`config.mk`:
```
export PLATFORM = sky130hd
export DESIGN_NAME = iguana_hyper_cfg_regs
export DESIGN_NICKNAME = d
export VERILOG_FILES = /design/src/rtl/iguana_hyper_cfg_regs.sv
export SDC_FILE = /design/constraint.sdc
export NUM_CORES = 1
export LEC_CHECK = 0
export ABC_AREA = 1
export CORE_AREA = 2 2 110 101
export DETAILED_ROUTE_END_ITERATION = 7
export DIE_AREA = 0 0 112 103
export GPL_TIMING_DRIVEN = 0
export PLACE_DENSITY = 0.76
export SLEW_MARGIN = 25
export SYNTH_ARGS = -nofsm -noshare
export SYNTH_HDL_FRONTEND = slang
export SYNTH_SLANG_ARGS = --single-unit
```
`constraint.sdc`:
```
create_clock -name clk_i -period 1.9 [get_ports clk_i]
set_input_delay 0.19 -clock clk_i [delete_from_list [all_inputs] [get_ports clk_i]]
set_output_delay 0.19 -clock clk_i [all_outputs]
set_load 0.03 [all_outputs]
```
`src/rtl/iguana_hyper_cfg_regs.sv`:
```
// HyperBus PHY timing configuration registers on the Cheshire regbus.
// Optional write-lock feature: define IGUANA_HYPER_CFG_LOCK_EN.

package iguana_hyper_cfg_pkg;
    typedef struct packed {
        logic [47:0] addr;
        logic        write;
        logic [31:0] wdata;
        logic [3:0]  wstrb;
        logic        valid;
    } reg_req_t;

    typedef struct packed {
        logic [31:0] rdata;
        logic        error;
        logic        ready;
    } reg_rsp_t;
endpackage

module iguana_hyper_cfg_regs #(
    parameter int unsigned AddrWidth = 48,
    parameter type reg_req_t = iguana_hyper_cfg_pkg::reg_req_t,
    parameter type reg_rsp_t = iguana_hyper_cfg_pkg::reg_rsp_t
) (
    input  logic        clk_i,
    input  logic        rst_ni,
    input  reg_req_t    reg_req_i,
    output reg_rsp_t    reg_rsp_o,
    input  logic        phy_idle_i,
    output logic [3:0]  t_latency_access_o,
    output logic        en_latency_additional_o,
    output logic [15:0] t_burst_max_o,
    output logic [3:0]  t_read_write_recovery_o,
    output logic [3:0]  t_rx_clk_delay_o,
    output logic [3:0]  t_tx_clk_delay_o,
    output logic        cfg_update_o
);

    localparam logic [3:0]  RstLat   = 4'd6;
    localparam logic [15:0] RstBurst = 16'd350;
    localparam logic [3:0]  RstRwr   = 4'd6;
    localparam logic [3:0]  RstClkDl = 4'd8;

    typedef enum logic {StIdle, StResp} acc_state_e;

    acc_state_e  state_q, state_d;
    logic [2:0]  addr_q;
    logic        write_q;
    logic [31:0] wdata_q;
    logic [3:0]  wstrb_q;
    logic [31:0] rdata_q, rdata_d;
    logic        error_q, error_d;

    logic [3:0]  lat_q, lat_d, act_lat_q;
    logic        addl_q, addl_d, act_addl_q;
    logic [15:0] burst_q, burst_d, act_burst_q;
    logic [3:0]  rwr_q, rwr_d, act_rwr_q;
    logic [3:0]  rx_q, rx_d, act_rx_q;
    logic [3:0]  tx_q, tx_d, act_tx_q;
    logic        pending_q, pending_d;
    logic        cfg_update_q;
    logic        lock;

    logic [AddrWidth-1:0] req_addr;
    logic [2:0]           req_idx;
    logic [31:0]          reg_view [8];
    logic [31:0]          wr_val;
    logic                 wr_en;
    logic                 commit;
    logic                 unused_bits;

    assign req_addr    = reg_req_i.addr;
    assign req_idx     = req_addr[4:2];
    assign unused_bits = ^{req_addr[AddrWidth-1:5], req_addr[1:0], wr_val[31:16]};

    assign reg_view[0] = {28'b0, lat_q};
    assign reg_view[1] = {31'b0, addl_q};
    assign reg_view[2] = {16'b0, burst_q};
    assign reg_view[3] = {28'b0, rwr_q};
    assign reg_view[4] = {28'b0, rx_q};
    assign reg_view[5] = {28'b0, tx_q};
    assign reg_view[6] = {31'b0, pending_q};
    assign reg_view[7] = {30'b0, lock, pending_q};

    // Write data merged bytewise over the current shadow contents of the target.
    always_comb begin
        wr_val = reg_view[addr_q];
        for (int b = 0; b < 4; b++) begin
            if (wstrb_q[b]) wr_val[8*b +: 8] = wdata_q[8*b +: 8];
        end
    end

    assign wr_en  = (state_q == StResp) && write_q && !error_q;
    assign commit = pending_q && phy_idle_i;

    always_comb begin
        state_d = state_q;
        rdata_d = rdata_q;
        error_d = error_q;
        unique case (state_q)
            StIdle: begin
                if (reg_req_i.valid) begin
                    state_d = StResp;
                    rdata_d = reg_view[req_idx];
                    error_d = lock && reg_req_i.write && (req_idx != 3'd7);
                end
            end
            StResp: state_d = StIdle;
            default: state_d = StIdle;
        endcase
    end

    always_comb begin
        lat_d     = lat_q;
        addl_d    = addl_q;
        burst_d   = burst_q;
        rwr_d     = rwr_q;
        rx_d      = rx_q;
        tx_d      = tx_q;
        pending_d = pending_q;
        if (commit) pending_d = 1'b0;
        if (wr_en) begin
            unique case (addr_q)
                3'd0: lat_d   = wr_val[3:0];
                3'd1: addl_d  = wr_val[0];
                3'd2: burst_d = wr_val[15:0];
                3'd3: rwr_d   = wr_val[3:0];
                3'd4: rx_d    = wr_val[3:0];
                3'd5: tx_d    = wr_val[3:0];
                // A commit request landing on a transfer edge re-arms for a second commit.
                3'd6: if (wr_val[0]) pending_d = 1'b1;
                default: ;
            endcase
        end
    end

    always_ff @(posedge clk_i or negedge rst_ni) begin
        if (!rst_ni) begin
            state_q      <= StIdle;
            addr_q       <= 3'd0;
            write_q      <= 1'b0;
            wdata_q      <= 32'd0;
            wstrb_q      <= 4'd0;
            rdata_q      <= 32'd0;
            error_q      <= 1'b0;
            lat_q        <= RstLat;
            addl_q       <= 1'b0;
            burst_q      <= RstBurst;
            rwr_q        <= RstRwr;
            rx_q         <= RstClkDl;
            tx_q         <= RstClkDl;
            act_lat_q    <= RstLat;
            act_addl_q   <= 1'b0;
            act_burst_q  <= RstBurst;
            act_rwr_q    <= RstRwr;
            act_rx_q     <= RstClkDl;
            act_tx_q     <= RstClkDl;
            pending_q    <= 1'b0;
            cfg_update_q <= 1'b0;
        end else begin
            state_q <= state_d;
            rdata_q <= rdata_d;
            error_q <= error_d;
            if (state_q == StIdle && reg_req_i.valid) begin
                addr_q  <= req_idx;
                write_q <= reg_req_i.write;
                wdata_q <= reg_req_i.wdata;
                wstrb_q <= reg_req_i.wstrb;
            end
            lat_q     <= lat_d;
            addl_q    <= addl_d;
            burst_q   <= burst_d;
            rwr_q     <= rwr_d;
            rx_q      <= rx_d;
            tx_q      <= tx_d;
            pending_q <= pending_d;
            // Copies pre-write shadow values when a shadow write shares the edge.
            if (commit) begin
                act_lat_q   <= lat_q;
                act_addl_q  <= addl_q;
                act_burst_q <= burst_q;
                act_rwr_q   <= rwr_q;
                act_rx_q    <= rx_q;
                act_tx_q    <= tx_q;
            end
            cfg_update_q <= commit;
        end
    end

`ifdef IGUANA_HYPER_CFG_LOCK_EN
    logic lock_q;
    always_ff @(posedge clk_i or negedge rst_ni) begin
        if (!rst_ni) begin
            lock_q <= 1'b0;
        end else if (wr_en && addr_q == 3'd7 && wr_val[1]) begin
            lock_q <= 1'b1;
        end
    end
    assign lock = lock_q;
`else
    assign lock = 1'b0;
`endif

    always_comb begin
        reg_rsp_o       = '0;
        reg_rsp_o.ready = (state_q == StResp);
        reg_rsp_o.rdata = rdata_q;
        reg_rsp_o.error = error_q;
    end

    assign t_latency_access_o      = act_lat_q;
    assign en_latency_additional_o = act_addl_q;
    assign t_burst_max_o           = act_burst_q;
    assign t_read_write_recovery_o = act_rwr_q;
    assign t_rx_clk_delay_o        = act_rx_q;
    assign t_tx_clk_delay_o        = act_tx_q;
    assign cfg_update_o            = cfg_update_q;

endmodule

```
# Yosys cells after proc, flatten, opt, wreduce, memory -nomap -nowiden
# Cells that the tools add are included.
[totals] register_bits=123 input_bits=89 out_inout_bits=68
[classes] order_cmp=2 n_eq_ne=6 muxes=14 bitwise_logic=3 reduce_logical=11
[op_table] operator="$bmux W32 S3" n=2
[op_table] operator="$mux W32" n=2
[op_table] operator="$mux W16" n=2
[op_table] operator="$mux W8" n=2
[op_table] operator="$reduce_and A2 Y1" n=7
[op_table] operator="$eq A3 B3 Y1 const B" n=3
[op_table] operator="$ge A4 B4 Y1 const B" n=2
[op_table] operator="$not A3 Y4" n=2
[op_table] operator="$eq A3 B2 Y1 const B" n=2
[op_table] operator="$mux W1" n=5
[op_table] operator="$eq A3 B1 Y1 const B" n=1
[op_table] operator="$logic_and A1 B1 Y1" n=3
[op_table] operator="$logic_not A3 Y1" n=1
[op_table] operator="$pmux W1 S2" n=1
[op_table] operator="$not A1 Y1" n=1

# Longest topological paths before layout
[depth] ltp_word=8 depth_mapped=10 ltp_nobuf=9

# Least setup slack after synthesis
# OpenSTA, ideal clock, no wires.
[synth_timing] path_type="reg-to-reg" start="register addr_q[0]" end="register burst_q[14]" arrival_time_ps=1224 path_slack_ps=559 path_stages_with_launch=9 period_less_slack_ps=1341 path_cell_list="dfrtp_1 > buf_2 > nor2_4 > inv_2 > nor2_4 > nand2_2 > buf_6 > nand2_1 > o21ai_2"
[synth_via] elab_chain_len=5
[synth_lines] element="start: declaration" line_no="47" rtl="logic [2:0] addr_q;"
[synth_lines] element="start signal: assignment" line_no="165" rtl="addr_q <= req_idx;"
[synth_lines] element="$not A3 Y4 (not written as such)" line_no="87" rtl="wr_val = reg_view[addr_q];"
[synth_lines] element="$bmux W32 S3" line_no="87"
[synth_lines] element="$mux W16 (not written as such) (2 in series)" line_no="87"
[synth_lines] element="$mux W8" line_no="89" rtl="if (wstrb_q[b]) wr_val[8*b +: 8] = wdata_q[8*b +: 8];"
[synth_lines] element="end signal: assignment" line_no="148" rtl="burst_q <= RstBurst;"
[synth_lines] element="end signal: assignment" line_no="172" rtl="burst_q <= burst_d;"
[synth_lines] element="end: declaration" line_no="56" rtl="logic [15:0] burst_q, burst_d, act_burst_q;"
# Several ways; a longest one is shown, not always the timed one. The select of a mux whose other input is x is not followed.
# A chain may end at the register's enable or synchronous reset.

==> metrics <==
reg2reg setup slack between 0.15 and 0.2 ns; first-pass GRT wire length 18.7 mm; I/O pins 157; crit end category primary output; LEAKAGE 2.83 nW; nets@finish 743; cts repair resizes 0; VDD IR-drop max 0.451 mV; largest family of logic cells by synthesized area simple AND/OR/NAND/NOR gates; Clk Latency, worst-skew pair 0.34 ns; aggregate global routing overflow 0; DP Area 5700 µm²; die width 112 µm; synth cell count leaders nand2_1 (207), dfrtp_1 (83), inv_1 (56), o21ai_0 (53), nand3_1 (25); count of different cell masters after synthesis 24; crit path max fanout 2; Clock Tree Root clkbuf_16; Die ar. approximately 12000 µm²; Synth area leader dfrtp_1; critical path, cell by cell clkdlybuf4s50_1; worst-margin pin slew 0.520 ns; Area growth syn-to-layout 29.0%; outcome finished, final reports clean; Ant. Diodes 0; Initial Util 0.445; post-synthesis compound-gate area fraction 0.108; ys async rst share 1.00; gr usage total 0.204; Total Wirelength around 11 mm; Max Buffers Root-to-Sink 2; total placed cells including tap cells 775; CTS tree yes; ys flop type dfrtp_1; drt pass-1 iters 6; Iteration-0 DRC Markers roughly 330; critical path's top delay family buffers and inverters; worst r2r path cells 4; share of the synthesized area in the top cell type 0.443; Clock Skew 0.00587 ns; mux cell area share after synthesis 0; Max transition margin 0.653; # setup viols final 0; Setup CP Type reg2out; Reg clk slew, reported paths 0.07 ns; initial antenna violation count 0; Vias/cell 4.90; power density over the cells between 1000 and 1500 nW/µm²; Syn Area/Cell 8.54 µm²; share of layout cells above drive strength 1 0.121; CTS buffer count 9; Final Cycle Share 0.915; antenna-violating nets left 0; Max-Cap Viols 0; # hold bufs at CTS 1; HP Class in2async; WP data arrival 1.55 ns; WP depth 1; vias in the first global route 3749; residual DRC count 0; setup bufs post-CTS 0; Sink Count 107; crit path time final 1.74 ns; number of synthesized flops with an enable pin 0; H-tree Lvls 3; Hold Slack 0.362 ns; die height about 100 µm; synth top area cells dfrtp_1 (44%), nand2_1 (17%), dfstp_2 (13%), o21ai_0 (5.7%), inv_1 (4.5%); post-detail-place hpwl 8.47 mm; Synth Cell Area 4690 µm²; setup TNS 0 ns; Post-Synth Adder-Cell Area 0; number of I/O port buffers 76; CP max stage delay ~0.67 ns; Critical path buffers and inverters 1; fmax 575 MHz; final instance area 6050 µm²; vias post-DR 3880; Critical-path top delay cell clkdlybuf4s50_1; final count of pins violating max slew 0; post-synthesis sequential area ratio 0.578; Req. time, crit path ~1.7 ns; drt wl/cell 14.3 µm; non-filler cells in the finished layout 792; largest net degree at the start of global routing 68; startpoint types register; #FFs+latches synth 107; Post-Synth XOR/XNOR Area 0; core area ~11000 µm²; RePlAce Congestion 0.868; post-synthesis simple-gate area fraction 0.221; RSZ-0062 raised after global routing false; Rows 36; number of fillers in the final layout 973; Final Hold Viols 0; most frequent cell after synthesis nand2_1; cells after synthesis 549; Syn. warnings 0
## cells in the final DEF, fill, tap and decap left out
cell             instances
nand2_1                207
dfrtp_1                 83
clkdlybuf4s50_1         75
inv_1                   56
o21ai_0                 53
nand3_1                 25
dfstp_2                 24
buf_4                   18
nor2_1                  17
conb_1                  17
clkbuf_1                15
o31ai_1                 12
clkbuf_16                9
o21ai_2                  8
a21oi_1                  6
inv_2                    4
nor2_2                   3
or2_1                    3
o211ai_1                 3
a31oi_1                  3
nor2_4                   2
buf_6                    2
o21ai_1                  2
bufinv_16                2
clkbuf_8                 2
inv_6                    2
buf_2                    1
nor3_1                   1
nand2_2                  1
clkinv_2                 1
dlygate4sd3_1            1
buf_16                   1
## final cells by class
type	count	area (µm²)	area share
tap	133	166	0.0275
timing repair buffer	78	800	0.132
clock inverter	5	82.6	0.0137
inverter	60	225	0.0372
sequential	107	2710	0.448
multi-input combinational	363	1610	0.266
clock buffer	11	253	0.0418
buffer	35	208	0.0343
## stage by stage
step | setup WS (ns) | utilization | total power (W)
2_1_floorplan | 0.559 | - | 0.00369
3_5_place_dp | -0.0316 | 0.541 | 0.00421
3_3_place_gp | -3.17 | 0.538 | 0.00416
4_1_cts | 0.152 | 0.574 | 0.00625
6_report | 0.162 | 0.574 | 0.00625
5_1_grt | 0.0131 | 0.574 | 0.00654
## flip-flops by register name (all words and copies together), names as in the netlist, 2 cells and up
signal,cells
t_read_write_recovery_o,4
wstrb_q,2
rwr_q,4
addr_q,3
tx_q,4
burst_q,16
wdata_q,16
t_rx_clk_delay_o,4
rdata_q,16
lat_q,4
rx_q,4
t_tx_clk_delay_o,4
t_latency_access_o,4
t_burst_max_o,16
## final timing paths
path                                                        startpoint                            end
worst max-delay path            t_read_write_recovery_o[1]$_DFFE_PN1P_     t_read_write_recovery_o[1]
worst min-delay path                                            rst_ni  t_burst_max_o[14]$_DFFE_PN0P_
worst max register to register                       state_q$_DFF_PN0_        rdata_q[10]$_DFFE_PN0P_
worst min register to register                     tx_q[3]$_DFFE_PN1P_            tx_q[3]$_DFFE_PN1P_
max in group asynchronous                                       rst_ni           lat_q[2]$_DFFE_PN1P_
min in group clk_i                                        reg_req_i[2]         wstrb_q[1]$_DFFE_PN0P_
## cell families after synthesis
| logic type | count (synthesis) |
|---|---|
| and+or+nand+nor | 259 |
| DFF | 107 |
| buffers and inverters | 95 |
| AOI/OAI and AO/OA | 87 |
| other | 1 |
## power by group
group | internal (W) | switching, W | total, W
clock network | 0.00123 | 0.000824 | 0.00206
registers | 0.00268 | 0.000256 | 0.00294
logic | 0.000446 | 0.000802 | 0.00125
total | 0.00436 | 0.00188 | 0.00625
## metal layers
metal	up-vias	routed length (µm)	track usage
li1	1896	-	-
met1	1848	5130	0.273
met2	119	5410	0.348
met3	17	630	0.0317
met4	0	175	0.0685
met5	-	0	0
(Power assumes the default switching activity.)
